==> src/rtl/track_dump_ctrl_pkg.sv <==
// Shared types and widths for the tracking-channel dump controller.
// ACC_WIDTH mirrors the global subchannel accumulator width.
package track_dump_ctrl_pkg;

  localparam int unsigned ACC_WIDTH = 16;

  typedef enum logic [1:0] {
    StWaitSync  = 2'd0,
    StIntegrate = 2'd1,
    StDrain     = 2'd2,
    StLatch     = 2'd3
  } dump_state_e;

endpackage

==> src/rtl/track_dump_ctrl_if.sv <==
// Valid/ready link carrying a latched E/P/L snapshot to the tracking-loop processor.
interface track_dump_ctrl_if #(
  parameter int unsigned NUM_SUB   = 3,
  parameter int unsigned CNT_WIDTH = 16
) ();
  import track_dump_ctrl_pkg::*;

  logic [NUM_SUB*ACC_WIDTH-1:0] dump_data;
  logic [CNT_WIDTH-1:0]         dump_seq;
  logic                         dump_valid;
  logic                         dump_ready;

  modport master (
    output dump_data,
    output dump_seq,
    output dump_valid,
    input  dump_ready
  );

  modport slave (
    input  dump_data,
    input  dump_seq,
    input  dump_valid,
    output dump_ready
  );

endinterface

==> src/rtl/dump_holding_reg.sv <==
// Skid-free output register: a new load overwrites any pending snapshot and flags overrun
// if that snapshot had not been accepted.
module dump_holding_reg
  import track_dump_ctrl_pkg::*;
#(
  parameter int unsigned NUM_SUB   = 3,
  parameter int unsigned CNT_WIDTH = 16
) (
  input  logic                         clk,
  input  logic                         reset_n,
  input  logic                         load,
  input  logic [NUM_SUB*ACC_WIDTH-1:0] load_data,
  output logic                         overrun,
  track_dump_ctrl_if.master            dump
);

  logic [NUM_SUB*ACC_WIDTH-1:0] data_q, data_d;
  logic [CNT_WIDTH-1:0]         seq_q, seq_d;
  logic                         valid_q, valid_d;
  logic                         overrun_q, overrun_d;

  always_comb begin
    data_d    = data_q;
    seq_d     = seq_q;
    valid_d   = valid_q;
    overrun_d = overrun_q;
    if (load) begin
      data_d  = load_data;
      seq_d   = seq_q + 1'b1;
      valid_d = 1'b1;
      // A load in the same cycle as acceptance retires the old dump cleanly.
      if (valid_q && !dump.dump_ready) begin
        overrun_d = 1'b1;
      end
    end else if (valid_q && dump.dump_ready) begin
      valid_d = 1'b0;
    end
  end

  always_ff @(posedge clk or negedge reset_n) begin
    if (!reset_n) begin
      data_q    <= '0;
      seq_q     <= '0;
      valid_q   <= 1'b0;
      overrun_q <= 1'b0;
    end else begin
      data_q    <= data_d;
      seq_q     <= seq_d;
      valid_q   <= valid_d;
      overrun_q <= overrun_d;
    end
  end

  assign dump.dump_data  = data_q;
  assign dump.dump_seq   = seq_q;
  assign dump.dump_valid = valid_q;
  assign overrun         = overrun_q;

endmodule

==> src/rtl/track_dump_ctrl.sv <==
// Ends coherent integration intervals on C/A epochs, snapshots E/P/L accumulators after the
// subchannel pipeline drains, clears the subchannels and presents the snapshot downstream.
module track_dump_ctrl
  import track_dump_ctrl_pkg::*;
#(
  parameter int unsigned NUM_SUB     = 3,
  parameter int unsigned INT_EPOCHS  = 1,
  parameter int unsigned DRAIN_DELAY = 6,
  parameter int unsigned CNT_WIDTH   = 16
) (
  input  logic                         clk,
  input  logic                         reset_n,
  input  logic                         enable,
  input  logic                         seek_en,
  input  logic                         ca_epoch,
  input  logic [NUM_SUB*ACC_WIDTH-1:0] accumulators,
  output logic                         acc_clear,
  output logic                         overrun,
  output logic                         aborted,
  track_dump_ctrl_if.master            dump
);

  localparam int unsigned EpochW = $clog2(INT_EPOCHS + 1);
  localparam int unsigned DrainW = $clog2(DRAIN_DELAY + 1);
  localparam logic [EpochW-1:0] EpochLast = EpochW'(INT_EPOCHS - 1);
  localparam logic [DrainW-1:0] DrainLast = DrainW'(DRAIN_DELAY - 1);

  dump_state_e       state_q, state_d;
  logic [EpochW-1:0] epoch_cnt_q, epoch_cnt_d;
  logic [DrainW-1:0] drain_cnt_q, drain_cnt_d;
  logic              acc_clear_q, acc_clear_d;
  logic              aborted_q, aborted_d;
  logic              load;
  logic              abort;

  assign abort = (seek_en || !enable) && (state_q != StWaitSync);

  always_comb begin
    state_d     = state_q;
    epoch_cnt_d = epoch_cnt_q;
    drain_cnt_d = drain_cnt_q;
    acc_clear_d = 1'b0;
    aborted_d   = 1'b0;
    load        = 1'b0;
    if (abort) begin
      // Abort outranks a pending latch; any already-presented dump stays valid.
      state_d     = StWaitSync;
      acc_clear_d = 1'b1;
      aborted_d   = 1'b1;
    end else begin
      unique case (state_q)
        StWaitSync: begin
          if (ca_epoch && enable && !seek_en) begin
            acc_clear_d = 1'b1;
            epoch_cnt_d = '0;
            state_d     = StIntegrate;
          end
        end
        StIntegrate: begin
          if (ca_epoch) begin
            if (epoch_cnt_q == EpochLast) begin
              drain_cnt_d = '0;
              state_d     = StDrain;
            end else begin
              epoch_cnt_d = epoch_cnt_q + 1'b1;
            end
          end
        end
        StDrain: begin
          if (drain_cnt_q == DrainLast) begin
            state_d = StLatch;
          end else begin
            drain_cnt_d = drain_cnt_q + 1'b1;
          end
        end
        StLatch: begin
          load        = 1'b1;
          acc_clear_d = 1'b1;
          epoch_cnt_d = '0;
          state_d     = StIntegrate;
        end
        default: state_d = StWaitSync;
      endcase
    end
  end

  always_ff @(posedge clk or negedge reset_n) begin
    if (!reset_n) begin
      state_q     <= StWaitSync;
      epoch_cnt_q <= '0;
      drain_cnt_q <= '0;
      acc_clear_q <= 1'b0;
      aborted_q   <= 1'b0;
    end else begin
      state_q     <= state_d;
      epoch_cnt_q <= epoch_cnt_d;
      drain_cnt_q <= drain_cnt_d;
      acc_clear_q <= acc_clear_d;
      aborted_q   <= aborted_d;
    end
  end

  assign acc_clear = acc_clear_q;
  assign aborted   = aborted_q;

  dump_holding_reg #(
    .NUM_SUB   (NUM_SUB),
    .CNT_WIDTH (CNT_WIDTH)
  ) u_holding (
    .clk       (clk),
    .reset_n   (reset_n),
    .load      (load),
    .load_data (accumulators),
    .overrun   (overrun),
    .dump      (dump)
  );

endmodule

==> src/flat_wrapper.sv <==
// flat-port wrapper written by rule: the top's interface ports become plain ports
module track_dump_ctrl_flat import track_dump_ctrl_pkg::*;
#(
  parameter int unsigned NUM_SUB     = 3,
  parameter int unsigned INT_EPOCHS  = 1,
  parameter int unsigned DRAIN_DELAY = 6,
  parameter int unsigned CNT_WIDTH   = 16
)
  (clk, reset_n, enable, seek_en, ca_epoch, accumulators, acc_clear, overrun, aborted, dump_dump_data, dump_dump_seq, dump_dump_valid, dump_dump_ready);
  track_dump_ctrl_if #(.NUM_SUB(NUM_SUB), .CNT_WIDTH(CNT_WIDTH)) dump_i ();
  input  logic clk;
  input  logic reset_n;
  input  logic enable;
  input  logic seek_en;
  input  logic ca_epoch;
  input  logic [NUM_SUB*ACC_WIDTH-1:0] accumulators;
  output logic acc_clear;
  output logic overrun;
  output logic aborted;
  output wire logic [$bits(dump_i.dump_data)-1:0] dump_dump_data;
  output wire logic [$bits(dump_i.dump_seq)-1:0] dump_dump_seq;
  output wire logic [$bits(dump_i.dump_valid)-1:0] dump_dump_valid;
  input wire logic [$bits(dump_i.dump_ready)-1:0] dump_dump_ready;
  assign dump_dump_data = dump_i.dump_data;
  assign dump_dump_seq = dump_i.dump_seq;
  assign dump_dump_valid = dump_i.dump_valid;
  assign dump_i.dump_ready = dump_dump_ready;
  track_dump_ctrl #(.NUM_SUB(NUM_SUB), .INT_EPOCHS(INT_EPOCHS), .DRAIN_DELAY(DRAIN_DELAY), .CNT_WIDTH(CNT_WIDTH)) u_core (.clk(clk), .reset_n(reset_n), .enable(enable), .seek_en(seek_en), .ca_epoch(ca_epoch), .accumulators(accumulators), .acc_clear(acc_clear), .overrun(overrun), .aborted(aborted), .dump(dump_i));
endmodule
==> config.mk <==
export PLATFORM = sky130hd
export DESIGN_NAME = track_dump_ctrl_flat
export DESIGN_NICKNAME = d
export VERILOG_FILES = /design/src/rtl/track_dump_ctrl_pkg.sv /design/src/rtl/track_dump_ctrl_if.sv /design/src/rtl/dump_holding_reg.sv /design/src/rtl/track_dump_ctrl.sv /design/src/flat_wrapper.sv
export SDC_FILE = /design/constraint.sdc
export NUM_CORES = 1
export LEC_CHECK = 0
export ABC_AREA = 0
export ABC_CLOCK_PERIOD_IN_PS = 4600
export CORE_MARGIN = 4
export CORE_UTILIZATION = 45
export DETAILED_ROUTE_END_ITERATION = 8
export PLACE_DENSITY = 0.79
export SLEW_MARGIN = 10
export SYNTH_ARGS = -nofsm -noshare
export SYNTH_HDL_FRONTEND = slang
export SYNTH_SLANG_ARGS = --single-unit
export TNS_END_PERCENT = 10
==> constraint.sdc <==
create_clock -name clk -period 4.6 [get_ports clk]
set_clock_uncertainty 0.15 [all_clocks]
set_input_delay 0.46 -clock clk [delete_from_list [all_inputs] [get_ports clk]]
set_output_delay 0.46 -clock clk [all_outputs]
set_load 0.02 [all_outputs]
==> out/summary.md <==
Worst setup path
- **slowest cell on the critical path** o21a_2
- **cells traversed along the worst timing path** inv_1 -> ha_1 -> o21a_2 -> nand4_1 -> xnor2_1
- **arrival time worst endpoint** 2.61 ns
- **path depth of the worst reg2reg path** 5
- **kind of end point of the critical path** flop
- **Critical R2R Capture** u_core.u_holding.dump.dump_seq[14]
- **Worst Setup Start Kind** flop
- **type of the setup path with the least slack** reg2reg
- **startpoint of the most critical register-to-register path** u_core.state_q[0]
- **delay of the slowest critical-path stage** 0.87 ns
- **setup slack on the worst flop-to-flop path** 2.06 ns
- **critical path required time** 4.68 ns
- **peak fanout along the critical path** 52

Synthesis
- **most common cell in the netlist** nand2_1
- **Area contributors post-synth** dfrtp_1, nand2_1, xnor2_1
- **synthesized area per cell** 9.725 um^2
- **warning count from the yosys run** 0
- **Cell Area, Synth** 3073 um^2
- **Primary FF master, synth** dfrtp_1
- **number of storage elements in the synthesis netlist** 73
- **commonest cells in the netlist** nand2_1, dfrtp_1, xnor2_1
- **number of enable flip-flop cells after synthesis** 0
- **Async SR Flop Fraction** 100.0%
- **library cell with the largest summed area after synthesis** dfrtp_1
- **area share of the leading cell type in the synthesized netlist** 59.45%
- **synthesized netlist cell count** 316
- **number of distinct standard cells referenced by the synthesized netlist** 32
- **Synthesized Nets** 377
- **Seq/Total Area, Yosys** 59.45%

Placed design
- **Post-Place Cells** 503
- **half-perimeter wire length of the detailed placement result** 5481 um
- **dpl ws** 1.782 ns
- **placed inst area** 4315 um^2
- **global placement routability congestion** 0.8083
- **Port-buffer cells** 121

CTS
- **buffer levels on the longest clock path** 2
- **post-cts repair resize count** 0
- **Clock Latency Late Sink** 0.33 ns
- **postcts setup bufs** 0
- **cts bufs inserted** 9
- **Clock Root Buffer** clkbuf_8
- **total number of clock tree sinks** 73
- **Worst-path clk slew** 0.08 ns
- **CTS tree** done
- **hold bufs inserted after CTS** 0
- **Max H-tree Level** 3

Floorplanning
- **Die Y** 90.64 um
- **Core Rows** 29
- **die boundary width** 90.64 um
- **Initial Util** 47.31%
- **core box area** 6495 um^2
- **Die Footprint** 8215 um^2
- **boundary pin count** 122

Timing
- **shortest period the worst path allows** 2.540 ns
- **setup slack after layout** 2.060 ns
- **transition time at the pin with the least slew margin** 0.9895 ns
- **final hold viol count** 0
- **number of failing setup endpoints in the final timing report** 0
- **setup repair after global routing missed its margin** no
- **number of pins with negative max-slew slack in the final report** 0
- **Peak Freq** 0.3938 GHz
- **crit share post-route** 55.21%
- **setup total negative slack** 0 ns
- **relative max-transition margin** 34.04%

Power and ir drop
- **cell area power density** 597.7 nW/um^2
- **largest vdd supply drop** 0.2992 mV
- **leak pwr** 0.002199 uW

Route
- **number of vias per cell after detailed routing** 4.829
- **number of nets still failing antenna checks after routing** 0
- **total detailed-routing wirelength** 7496 um
- **DR iter-0 viols** 77
- **Detailed Routing Iterations Pass 1** 4
- **DRC errors left** 0
- **vias after detailed routing** 2506
- **wire length per cell** 14.44 um

Finish
- **design area** 4536 um^2
- **number of inserted diodes** 0
- **fin cells** 519
- **fraction of final layout cells with drive strength greater than 1** 5.656%
- **final cell utilization of the core** 69.83%
- **Layout Nets** 498
- **synthesis-to-layout area growth** 47.60%

GRT
- **number of antenna violations at the first check in global routing** 0
- **via count of the first global-routing pass** 2523
- **GRT Resource Usage Total** 19.07%
- **maximum number of pins on one net before global-route repair** 53
- **global-route wire length before repair** 12540 um
- **total congestion overflow** 0

Worst hold path
- **Hold Path Class** in2async

Flow run
- **max-capacitance violation count** 0

Run status
- **status** complete, no violations

layout make-up:
type | count | area [um^2]
clock inverters | 5 | 78.83
well taps | 77 | 96.34
flip-flops and latches | 73 | 1827
repair buffers | 123 | 1221
inverters | 4 | 15.01
clock buffers | 11 | 141.4
multi-input cells | 226 | 1156
fillers | 525 | 1959
logic make-up after synthesis:
family          after synthesis  synth area share (%)
compound gates               14                 3.746
xor+xnor                     15                 4.275
mux                           2                0.6515
simple gates                188                 25.81
buf+inv                      17                 3.216
fa+ha+maj                     7                 2.850
flops                        73                 59.45
routing by layer:
layer | track usage, % | routed length, um
met3 | 5.167 | 507
met1 | 24.67 | 3294
met5 | 0 | 0
met2 | 30.70 | 3557
met4 | 7.015 | 137
worst max path at each step:
| stage | startpoint | end | slack [ns] |
|---|---|---|---|
| final | u_core.state_q[0] | u_core.u_holding.dump.dump_seq[14] | 2.06 |
| after global routing | u_core.state_q[0] | u_core.u_holding.dump.dump_seq[14] | 1.83 |
| after floorplan | u_core.state_q[1] | u_core.u_holding.dump.dump_seq[6] | 2.94 |
| after global placement | enable | u_core.u_holding.dump.dump_seq[14] | 1.86 |
| after CTS | u_core.state_q[0] | u_core.u_holding.dump.dump_seq[14] | 2.02 |
| after detailed placement | enable | u_core.u_holding.dump.dump_seq[14] | 1.78 |
per-stage QoR:
| step | power (uW) | hold WS [ns] |
|---|---|---|
| after floorplan | 1602 | 0.01441 |
| after global placement | 2149 | 0.3061 |
| after detailed placement | 2186 | 0.3108 |
| after CTS | 2743 | 0.1273 |
| after global routing | 2881 | 0.1659 |
| final | 2711 | 0.08836 |
where the power goes:
part / internal (uW) / total, uW / switching [uW] / leakage (uW)
Combinational: 542 / 1170 / 626 / 0.00114
Sequential: 866 / 992 / 126 / 0.000943
Clock: 320 / 551 / 231 / 0.000113
Total: 1730 / 2710 / 984 / 0.00220
critical path: cells and delay by family, from the launching register on:
kind                     cells  cell delay [ns]
AND/OR/NAND/NOR              1             0.23
AO/OA/AOI/OAI                1             0.87
buffers and inverters        1             0.12
XOR/XNOR                     1             0.20
adder cells (fa/ha/maj)      1             0.44
flip-flops                   1             0.42
cells in the final DEF (no fill, tap or decap):
master           count
o21a_2               1
nand3_1              5
o211ai_1             2
clkdlybuf4s50_1    120
xor2_1               3
bufinv_16            2
nor2b_4              1
o21bai_1             1
mux2i_1              2
buf_4                2
o2111ai_4            1
and3_1               1
o21ai_4              1
a21oi_1              2
or3_1                1
nor2_1               8
nand4_1              3
o211a_1              1
nand2b_1             4
nand4_4              1
inv_1                4
xnor2_1             12
a2bb2oi_1            1
nor3_4               1
and4_1               1
clkinv_4             1
and3b_1              1
o22ai_1              1
ha_1                 7
clkbuf_1             1
o21ai_0              3
and2_1               1
clkbuf_8            10
dfrtp_1             73
nor3_2               1
buf_2                1
clkinv_2             2
nand2_1            159
sequential cells by signal (all words and copies together) (netlist names):
signal                            cells
u_core.u_holding.dump.dump_data      48
u_core.u_holding.dump.dump_seq       16
u_core.drain_cnt_q                    3
u_core.state_q                        2
u_core.aborted                        1
u_core.acc_clear                      1
u_core.u_holding.dump.dump_valid      1
u_core.u_holding.overrun              1
No activity file was read; power rests on OpenSTA's default activity.
